`src/rtl/shift_add_multiplier.sv`:
```
// -----------------------------------------------------------------------------
// shift_add_multiplier
//
// Multi-cycle unsigned shift-and-add multiplier. One WIDTH-bit add per clock,
// WIDTH iterations per product, under a start/busy/done handshake.
//
// Ports:
//   clk_i    : single clock, all state updates on the rising edge
//   rst_i    : synchronous reset, active-high; overrides everything
//   start_i  : begin a multiply; only honoured in IDLE
//   bus_a_i  : multiplicand, unsigned, WIDTH bits (latched on start)
//   bus_b_i  : multiplier, unsigned, WIDTH bits (latched on start)
//   bus_o    : product register {acc_hi, acc_lo}, 2*WIDTH bits; valid with
//              done_o and held through IDLE, intermediate during RUN
//   busy_o   : high while iterating (RUN)
//   done_o   : one-cycle pulse when the product is complete (DONE)
//   flag_z_o : high when bus_o is zero
// -----------------------------------------------------------------------------
module shift_add_multiplier #(
   parameter int WIDTH = 4
) (
   input  logic               clk_i,
   input  logic               rst_i,
   input  logic               start_i,
   input  logic [WIDTH-1:0]   bus_a_i,
   input  logic [WIDTH-1:0]   bus_b_i,
   output logic [2*WIDTH-1:0] bus_o,
   output logic               busy_o,
   output logic               done_o,
   output logic               flag_z_o
);

   // WIDTH >= 2 guarantees at least one count bit.
   localparam int CW = $clog2(WIDTH);
   localparam logic [CW-1:0] LAST = CW'(WIDTH - 1);

   typedef enum logic [1:0] {
      IDLE,
      RUN,
      DONE
   } state_t;

   state_t           state;
   logic [WIDTH-1:0] mcand;
   logic [WIDTH-1:0] acc_hi;
   logic [WIDTH-1:0] acc_lo;
   logic [CW-1:0]    count;

   logic [WIDTH-1:0] addend;
   logic [WIDTH:0]   sum;

   // Adder stage: the multiplicand is gated by the current multiplier LSB.
   // The extra top bit is the carry-out, which becomes the MSB of the shifted
   // accumulator so no product bit is lost.
   always_comb begin
      addend = acc_lo[0] ? mcand : '0;
      sum    = {1'b0, acc_hi} + {1'b0, addend};
   end

   // NOTE: every register here is written with <= so all updates use the
   // values from before the edge; blocking writes would let later statements
   // see half-updated state.
   always_ff @(posedge clk_i) begin
      if (rst_i) begin
         state  <= IDLE;
         mcand  <= '0;
         acc_hi <= '0;
         acc_lo <= '0;
         count  <= '0;
         busy_o <= 1'b0;
         done_o <= 1'b0;
      end else begin
         case (state)
            IDLE: begin
               if (start_i) begin
                  mcand  <= bus_a_i;
                  acc_lo <= bus_b_i;
                  acc_hi <= '0;
                  count  <= '0;
                  state  <= RUN;
                  busy_o <= 1'b1;
               end
            end
            RUN: begin
               // Logical shift right of {carry, sum, acc_lo}; the consumed
               // multiplier bit drops off the bottom.
               {acc_hi, acc_lo} <= {sum, acc_lo[WIDTH-1:1]};
               count <= count + 1'b1;
               if (count == LAST) begin
                  state  <= DONE;
                  busy_o <= 1'b0;
                  done_o <= 1'b1;
               end
            end
            DONE: begin
               state  <= IDLE;
               done_o <= 1'b0;
            end
            default: begin
               state  <= IDLE;
               busy_o <= 1'b0;
               done_o <= 1'b0;
            end
         endcase
      end
   end

   assign bus_o    = {acc_hi, acc_lo};
   assign flag_z_o = (bus_o == '0);

endmodule

```
`config.mk`:
```
export PLATFORM = sky130hd
export DESIGN_NAME = shift_add_multiplier
export DESIGN_NICKNAME = d
export VERILOG_FILES = /design/src/rtl/shift_add_multiplier.sv
export SDC_FILE = /design/constraint.sdc
export NUM_CORES = 1
export LEC_CHECK = 0
export ABC_CLOCK_PERIOD_IN_PS = 2000
export CAP_MARGIN = 20
export CORE_MARGIN = 5
export CORE_UTILIZATION = 35
export CTS_CLUSTER_SIZE = 28
export DETAILED_ROUTE_END_ITERATION = 7
export PLACE_DENSITY = 0.58
export SETUP_SLACK_MARGIN = 0.5
export SYNTH_ARGS = -nofsm -noshare
export SYNTH_HDL_FRONTEND = slang
export SYNTH_SLANG_ARGS = --single-unit
export TNS_END_PERCENT = 100
```
`constraint.sdc`:
```
create_clock -name clk_i -period 2 [get_ports clk_i]
set_input_delay 0.4 -clock clk_i [delete_from_list [all_inputs] [get_ports clk_i]]
set_output_delay 0.4 -clock clk_i [all_outputs]
set_load 0.01 [all_outputs]
```
==> out/results.tsv, run 1 <==
stage	metric	value	unit
die	die_w	61.44	um
die	die_h	61.44	um
worst_setup_path	arrival	2.01	ns
worst_setup_path	cp.required	2.23	ns
synthesis	yosysTopAreaCellShare	38.92	%
sta	worst_pin_slew	0.4356	ns
synthesis	ys.flop_type	dfxtp_1	
synthesis	synth_fp_nets	124	
worst_setup_path	worstSetupStartpointType	register	
place	hpwl	1675	um
sta	hold_ws	0.4637	ns
global_routing	antenna_found_initial	0	
synthesis	synthCells	107	
place	dp_cells	158	
synthesis	yosysSeqAreaShare	38.92	%
global_routing	grt_usage	14.31	%
power	power	0.8010	mW
route	avgRoutedWirePerCell	14.33	um
synthesis	synth_edf_count	0	
sta	fin_skew	0.001721	ns
global_routing	grt_max_degree	18	
sta	rsz0062_at_grt	yes	
final_layout	drive_gt1_share	23.70	%
final_layout	fin_cells	165	
synthesis	synth_most_common_cell	nand2_1	
place	place_ws	0.09726	ns
clock_tree	cts_tree	built	
place	placedInstanceArea	1182	um^2
sta	slew_viol_final	0	
sta	fin_ws	0.2155	ns
synthesis	synth.top_cells.by_count	nand2_1 (19), dfxtp_1 (18), a21oi_1 (11)	
final_layout	fin_nets	153	
route	first_pass_iters	4	
route	drc_errors	0	
global_routing	grt_pass1_wl	3933	um
die	io_pins	22	
final_layout	stdcell_area	1290	um^2
clock_tree	clock_sinks	18	
power	vdd_ir_drop_max	0.0003904	V
sta	setup_viol	0	
clock_tree	cts_hold_repair.buffers	0	
synthesis	synth.largest_area_cell	dfxtp_1	
clock_tree	clk_path_buf_depth	2	
worst_setup_path	critPathMaxFanout	6	
sta	finalCritPeriodShare	89.22	%
die	rows	18	
route	ant_nets	0	
outcome	status	finished clean	
synthesis	synth_cell_types	31	
clock_tree	cts_buffers	3	
route	wirelength	2365	um
clock_tree	htree_levels	1	
final_layout	fin_util	51.60	%
final_layout	antenna_cells	0	
synthesis	ys_ff_latch	18	
clock_tree	cts-root-buf	clkbuf_4	
die	die_area	3774	um^2
die	start_util	37.04	%
clock_tree	clk_latency	0.29	ns
min_path	hp-class	register to register	
global_routing	first_global_vias	852	
final_layout	multi_input_area	568.0	um^2
synthesis	postSynthAreaPerCell	8.653	um^2
sta	final.min_clock_period	1.784	ns
synthesis	syn_area	925.9	um^2
sta	relSlewSlack	70.87	%
clock_tree	path_clk_slew	0.10	ns
final_layout	fill_cells	246	
worst_setup_path	crit_type	register to register	
route	num_vias	855	
synthesis	yosys_warnings	0	
final_layout	layout.area.seq	366.6	um^2
synthesis	yosys-top-cells-area	dfxtp_1 (39%), nand2_1 (7.7%), ha_1 (6.8%), a21oi_1 (5.9%), a311oi_1 (3.8%)	
place	io_buffers	21	
sta	max_freq	560.4	MHz
power	p_per_area	621.0	nW/um^2
synthesis	synthArstFlopShare	0	%
place	place.gp.congestion	0.8232	
sta	tns	0	ns
sta	report.final.hold_viol_count	0	
route	first_iter_violations	22	
worst_setup_path	end_kind	register	
job	max_cap_viol_count	0	
global_routing	overflow	0	
die	core	2500	um^2
final_layout	syn_to_final_growth	39.32	%
route	via_per_inst	5.182	
power	leakagePower	0.5560	nW
[per-layer routing]
layer	routed length (um)	global-route usage [%]	up-vias
met5	0	0	-
met4	71	5.758	0
met3	162	3.564	8
met2	1034	22.51	31
met1	1097	18.78	389
li1	-	-	427
[layout by cell type (no fill, tap or decap), types with 2 or more instances in the layout]
cell             instances
nor3b_4                  2
nand3_1                  5
dfxtp_1                 13
buf_4                    7
ha_1                     4
clkdlybuf4s50_1          9
dlygate4sd2_1           10
and2_1                   2
nor2b_1                  2
inv_1                    2
buf_6                    2
nand2b_1                 4
clkbuf_4                 3
nand2_1                 19
nor2_1                   8
dfxtp_2                  5
a311oi_1                 3
a21oi_1                 10
[power breakdown]
part           total [mW]  internal, mW  switching, mW
logic               0.178        0.0926         0.0857
clock network       0.221         0.111          0.110
registers           0.402         0.382         0.0199
[layout make-up]
type | count | share of cell area [%]
flip-flops and latches | 18 | 28.42
clock buffers | 4 | 2.813
well taps | 30 | 2.910
repair buffers | 30 | 20.95
multi-input cells | 80 | 44.03
inverters | 3 | 0.8729
[kinds of logic after synthesis]
logic type / Yosys count / synth area share (%)
AO/OA/AOI/OAI: 21 / 16.35
XOR/XNOR: 1 / 0.9461
adder cells (fa/ha/maj): 6 / 8.919
buffers and inverters: 9 / 5.811
flip-flops: 18 / 38.92
AND/OR/NAND/NOR: 52 / 29.05
[flip-flops by register name (all words and copies together) (netlist names)]
| signal | count |
|---|---|
| acc_hi | 4 |
| acc_lo | 4 |
| busy_o | 1 |
| count | 2 |
| done_o | 1 |
| mcand | 4 |
| state | 2 |
[repair_timing]
item	CTS	global route
buffers inserted	1	2
endpoints found under the setup margin	19	9
pin swaps	3	2
resized for setup	25	9
[critical path: stages (launching register included)]
cell     delay, ns
dfxtp_2       0.34
buf_4         0.13
buf_6         0.12
and2_4        0.14
ha_4          0.16
inv_2         0.05
fa_2          0.44
nor3b_4       0.23
a31oi_4       0.04
nor2_1        0.09
[worst paths after layout]
kind                          start                     end  slack, ns  cells past startpoint
min reg2reg   mcand[3]$_SDFFE_PP0P_   mcand[3]$_SDFFE_PP0P_       0.46                      2
min           mcand[3]$_SDFFE_PP0P_   mcand[3]$_SDFFE_PP0P_       0.46                      2
max          acc_lo[0]$_SDFFE_PP0P_  acc_hi[0]$_SDFFE_PP0P_       0.22                      9
max reg2reg  acc_lo[0]$_SDFFE_PP0P_  acc_hi[0]$_SDFFE_PP0P_       0.22                      9
Power figures use the tool's default switching activity.
==> run 2: changes to the inputs <==
Settings changed: ABC_CLOCK_PERIOD_IN_PS 2000 to 2100.
Clock period 2 ns to 2.1 ns, I/O delays scaled along.
==> run 2 against run 1 <==
Setup slack better by 0.068 ns. Cell count unchanged. Die area unchanged. First-iteration DRC count up 50%. Global-route usage down 0.55 points. Non-clock buffer count unchanged. Largest power group unchanged. Worst hold slack worse by 0.0046 ns. Final area down 0.49%. Highest routed layer unchanged.
==> out/results.tsv, run 2 (synthesis gave the netlist of run 1 again) <==
stage	metric	value	unit	change
worst_setup_path	critPathMaxFanout	2		-4
die	core	2500	um^2	unchanged
worst_setup_path	r2r-end	acc_hi[0]$_SDFFE_PP0P_		
route	num_vias	854		-0.12%
clock_tree	cts_buffers	3		unchanged
worst_setup_path	arrival	1.40	ns	-0.61 ns
final_layout	fill_cells	246		unchanged
sta	worst_pin_slew	0.3843	ns	-0.05129 ns
sta	rsz0062_at_grt	yes		
sta	fin_skew	0.007497	ns	+0.005776 ns
sta	slew_viol_final	0		unchanged
clock_tree	clk_latency	0.30	ns	about the same
worst_setup_path	cp.required	1.68	ns	-0.55 ns
final_layout	drive_gt1_share	25.19	%	+1.5 points
power	intPower	0.5565	mW	-4.9%
sta	report.final.hold_viol_count	0		unchanged
power	power_frac_comb	21.7	%	-0.6 points
global_routing	grt_pass1_wl	3739	um	-4.9%
sta	max_freq	550.4	MHz	
route	first_iter_violations	33		+50%
min_path	min_path_cells	2		unchanged
final_layout	final_common_cell	nand2_1		
clock_tree	htree_levels	1		unchanged
clock_tree	path_clk_slew	0.11	ns	about the same
worst_setup_path	cp_slowest_cell	or4_1		
global_routing	first_global_vias	802		-5.9%
die	io_pins	22		unchanged
final_layout	stdcell_area	1284	um^2	-0.49%
sta	setup_viol	0		unchanged
place	place.gp.congestion	0.7902		-4.0%
route	via_per_inst	5.176		-0.12%
min_path	hp-class	register to register		
worst_setup_path	crit_type	register to output pin		
power	p_seq_share	49.6	%	-0.6 points
place	dp_cells	158		unchanged
worst_setup_path	critPathMaxStageDelay	0.51	ns	+0.07 ns
route	wirelength	2397	um	+1.4%
final_layout	antenna_cells	0		unchanged
worst_setup_path	cp-startpoint	acc_hi[1]$_SDFFE_PP0P_		
place	io_buffers	21		unchanged
clock_tree	cts-root-buf	clkbuf_4		
route	ant_nets	0		unchanged
sta	relSlewSlack	74.30	%	+3.4 points
outcome	status	finished clean		
global_routing	grt_max_degree	18		unchanged
worst_setup_path	r2r-start	acc_lo[0]$_SDFFE_PP0P_		
final_layout	final_cell_mix	nand2_1 (19), dfxtp_1 (12), a21oi_1 (11)		
final_layout	syn_to_final_growth	38.65	%	
sta	final.min_clock_period	1.817	ns	
final_layout	reg.largest.list	acc_hi x4, acc_lo x4, mcand x4		
place	hpwl	1638	um	-2.2%
worst_setup_path	crit_end	flag_z_o		
route	avgRoutedWirePerCell	14.53	um	+1.4%
route	first_pass_iters	4		unchanged
die	die_w	61.44	um	unchanged
sta	finalCritPeriodShare	86.52	%	
power	p_per_area	599.4	nW/um^2	-3.5%
final_layout	fin_nets	153		unchanged
worst_setup_path	end_kind	output pin		
clock_tree	clock_sinks	18		unchanged
die	die_area	3774	um^2	unchanged
power	vdd_ir_drop_max	0.0003650	V	-6.5%
power	switching_share	27.69	%	+0.77 points
global_routing	grt_usage	13.76	%	-0.55 points
route	drc_errors	0		unchanged
worst_setup_path	worstSetupStartpointType	register		
die	start_util	37.04	%	unchanged
worst_setup_path	path_cells	or4_1 -> nor2_1 -> buf_2		
sta	tns	0	ns	unchanged
worst_setup_path	r2r_setup_slack	0.35	ns	+0.13 ns
clock_tree	clk_path_buf_depth	2		unchanged
place	placedInstanceArea	1181	um^2	-0.11%
job	max_cap_viol_count	0		unchanged
clock_tree	cts_tree	built		
clock_tree	cts_hold_repair.buffers	0		unchanged
global_routing	overflow	0		unchanged
die	rows	18		unchanged
worst_setup_path	reg2regPathDepth	8		-1
power	clkPwrFrac	28.7	%	+1.1 points
die	die_h	61.44	um	unchanged
final_layout	fin_cells	165		unchanged
power	leakagePower	0.5420	nW	-2.5%
global_routing	antenna_found_initial	0		unchanged
power	netSwitchingPower	0.2131	mW	-1.2%
-- run 2: cell count changes in the layout (fill, tap and decap cells not counted), sizes merged --
cell / delta
clkdlybuf4s50: +1
dlymetal6s2s: -1
-- run 2: power groups by stage --
stage	Combinational, mW	Sequential (mW)	Clock (mW)
after global routing	0.182	0.385	0.245
after global placement	0.164	0.385	0
after floorplan	0.0836	0.390	0
after detailed placement	0.163	0.386	0
after CTS	0.160	0.379	0.228
final	0.167	0.381	0.221
-- run 2: layout make-up --
cell class	instances	area (um^2)	share of cell area (%)
inverter	3	11.26	0.8772
timing repair buffer	30	264.0	20.57
tap	30	37.54	2.924
multi-input combinational	80	566.8	44.15
sequential	18	367.9	28.66
clock buffer	4	36.28	2.827
-- run 2: critical path: cells and delay by family (launching register included) --
kind | cells | cell delay [ns]
DFF | 1 | 0.34
and+or+nand+nor | 2 | 0.62
buffers and inverters | 1 | 0.13
-- run 2: worst min path at each step --
| stage | from | to |
|---|---|---|
| 2_1_floorplan | mcand[0]$_SDFFE_PP0P_ | mcand[0]$_SDFFE_PP0P_ |
| 3_3_place_gp | mcand[2]$_SDFFE_PP0P_ | mcand[2]$_SDFFE_PP0P_ |
| 3_5_place_dp | mcand[1]$_SDFFE_PP0P_ | mcand[1]$_SDFFE_PP0P_ |
| 4_1_cts | mcand[3]$_SDFFE_PP0P_ | mcand[3]$_SDFFE_PP0P_ |
| 5_1_grt | mcand[0]$_SDFFE_PP0P_ | mcand[0]$_SDFFE_PP0P_ |
| 6_report | mcand[3]$_SDFFE_PP0P_ | mcand[3]$_SDFFE_PP0P_ |
-- run 2: timing repair --
action	in CTS	in global routing
gates resized for setup	24	9
pin swaps	2	8
setup endpoints to repair	14	8
buffers inserted	2	1
-- run 2: stage by stage --
step | hold slack [ns] | power, mW | utilization [%] | setup slack [ns]
floorplan | 0.4317 | 0.4741 | - | 0.5078
global placement | 0.4387 | 0.5487 | 47.25 | 0.2103
detailed placement | 0.4476 | 0.5490 | 47.25 | 0.1863
CTS | 0.4631 | 0.7665 | 49.35 | 0.2778
global route | 0.4916 | 0.8123 | 51.35 | 0.2403
finish | 0.4591 | 0.7695 | 51.35 | 0.2831
-- run 2: routing by layer --
| metal | routed length, um | part of all wire (%) | vias up | global-route usage (%) |
|---|---|---|---|---|
| met4 | 51 | 2.1 | 0 | 6.061 |
| met1 | 1149 | 48 | 405 | 18.45 |
| li1 | - | - | 425 | - |
| met5 | 0 | 0 | - | 0 |
| met3 | 147 | 6.1 | 4 | 4.403 |
| met2 | 1049 | 44 | 20 | 20.24 |
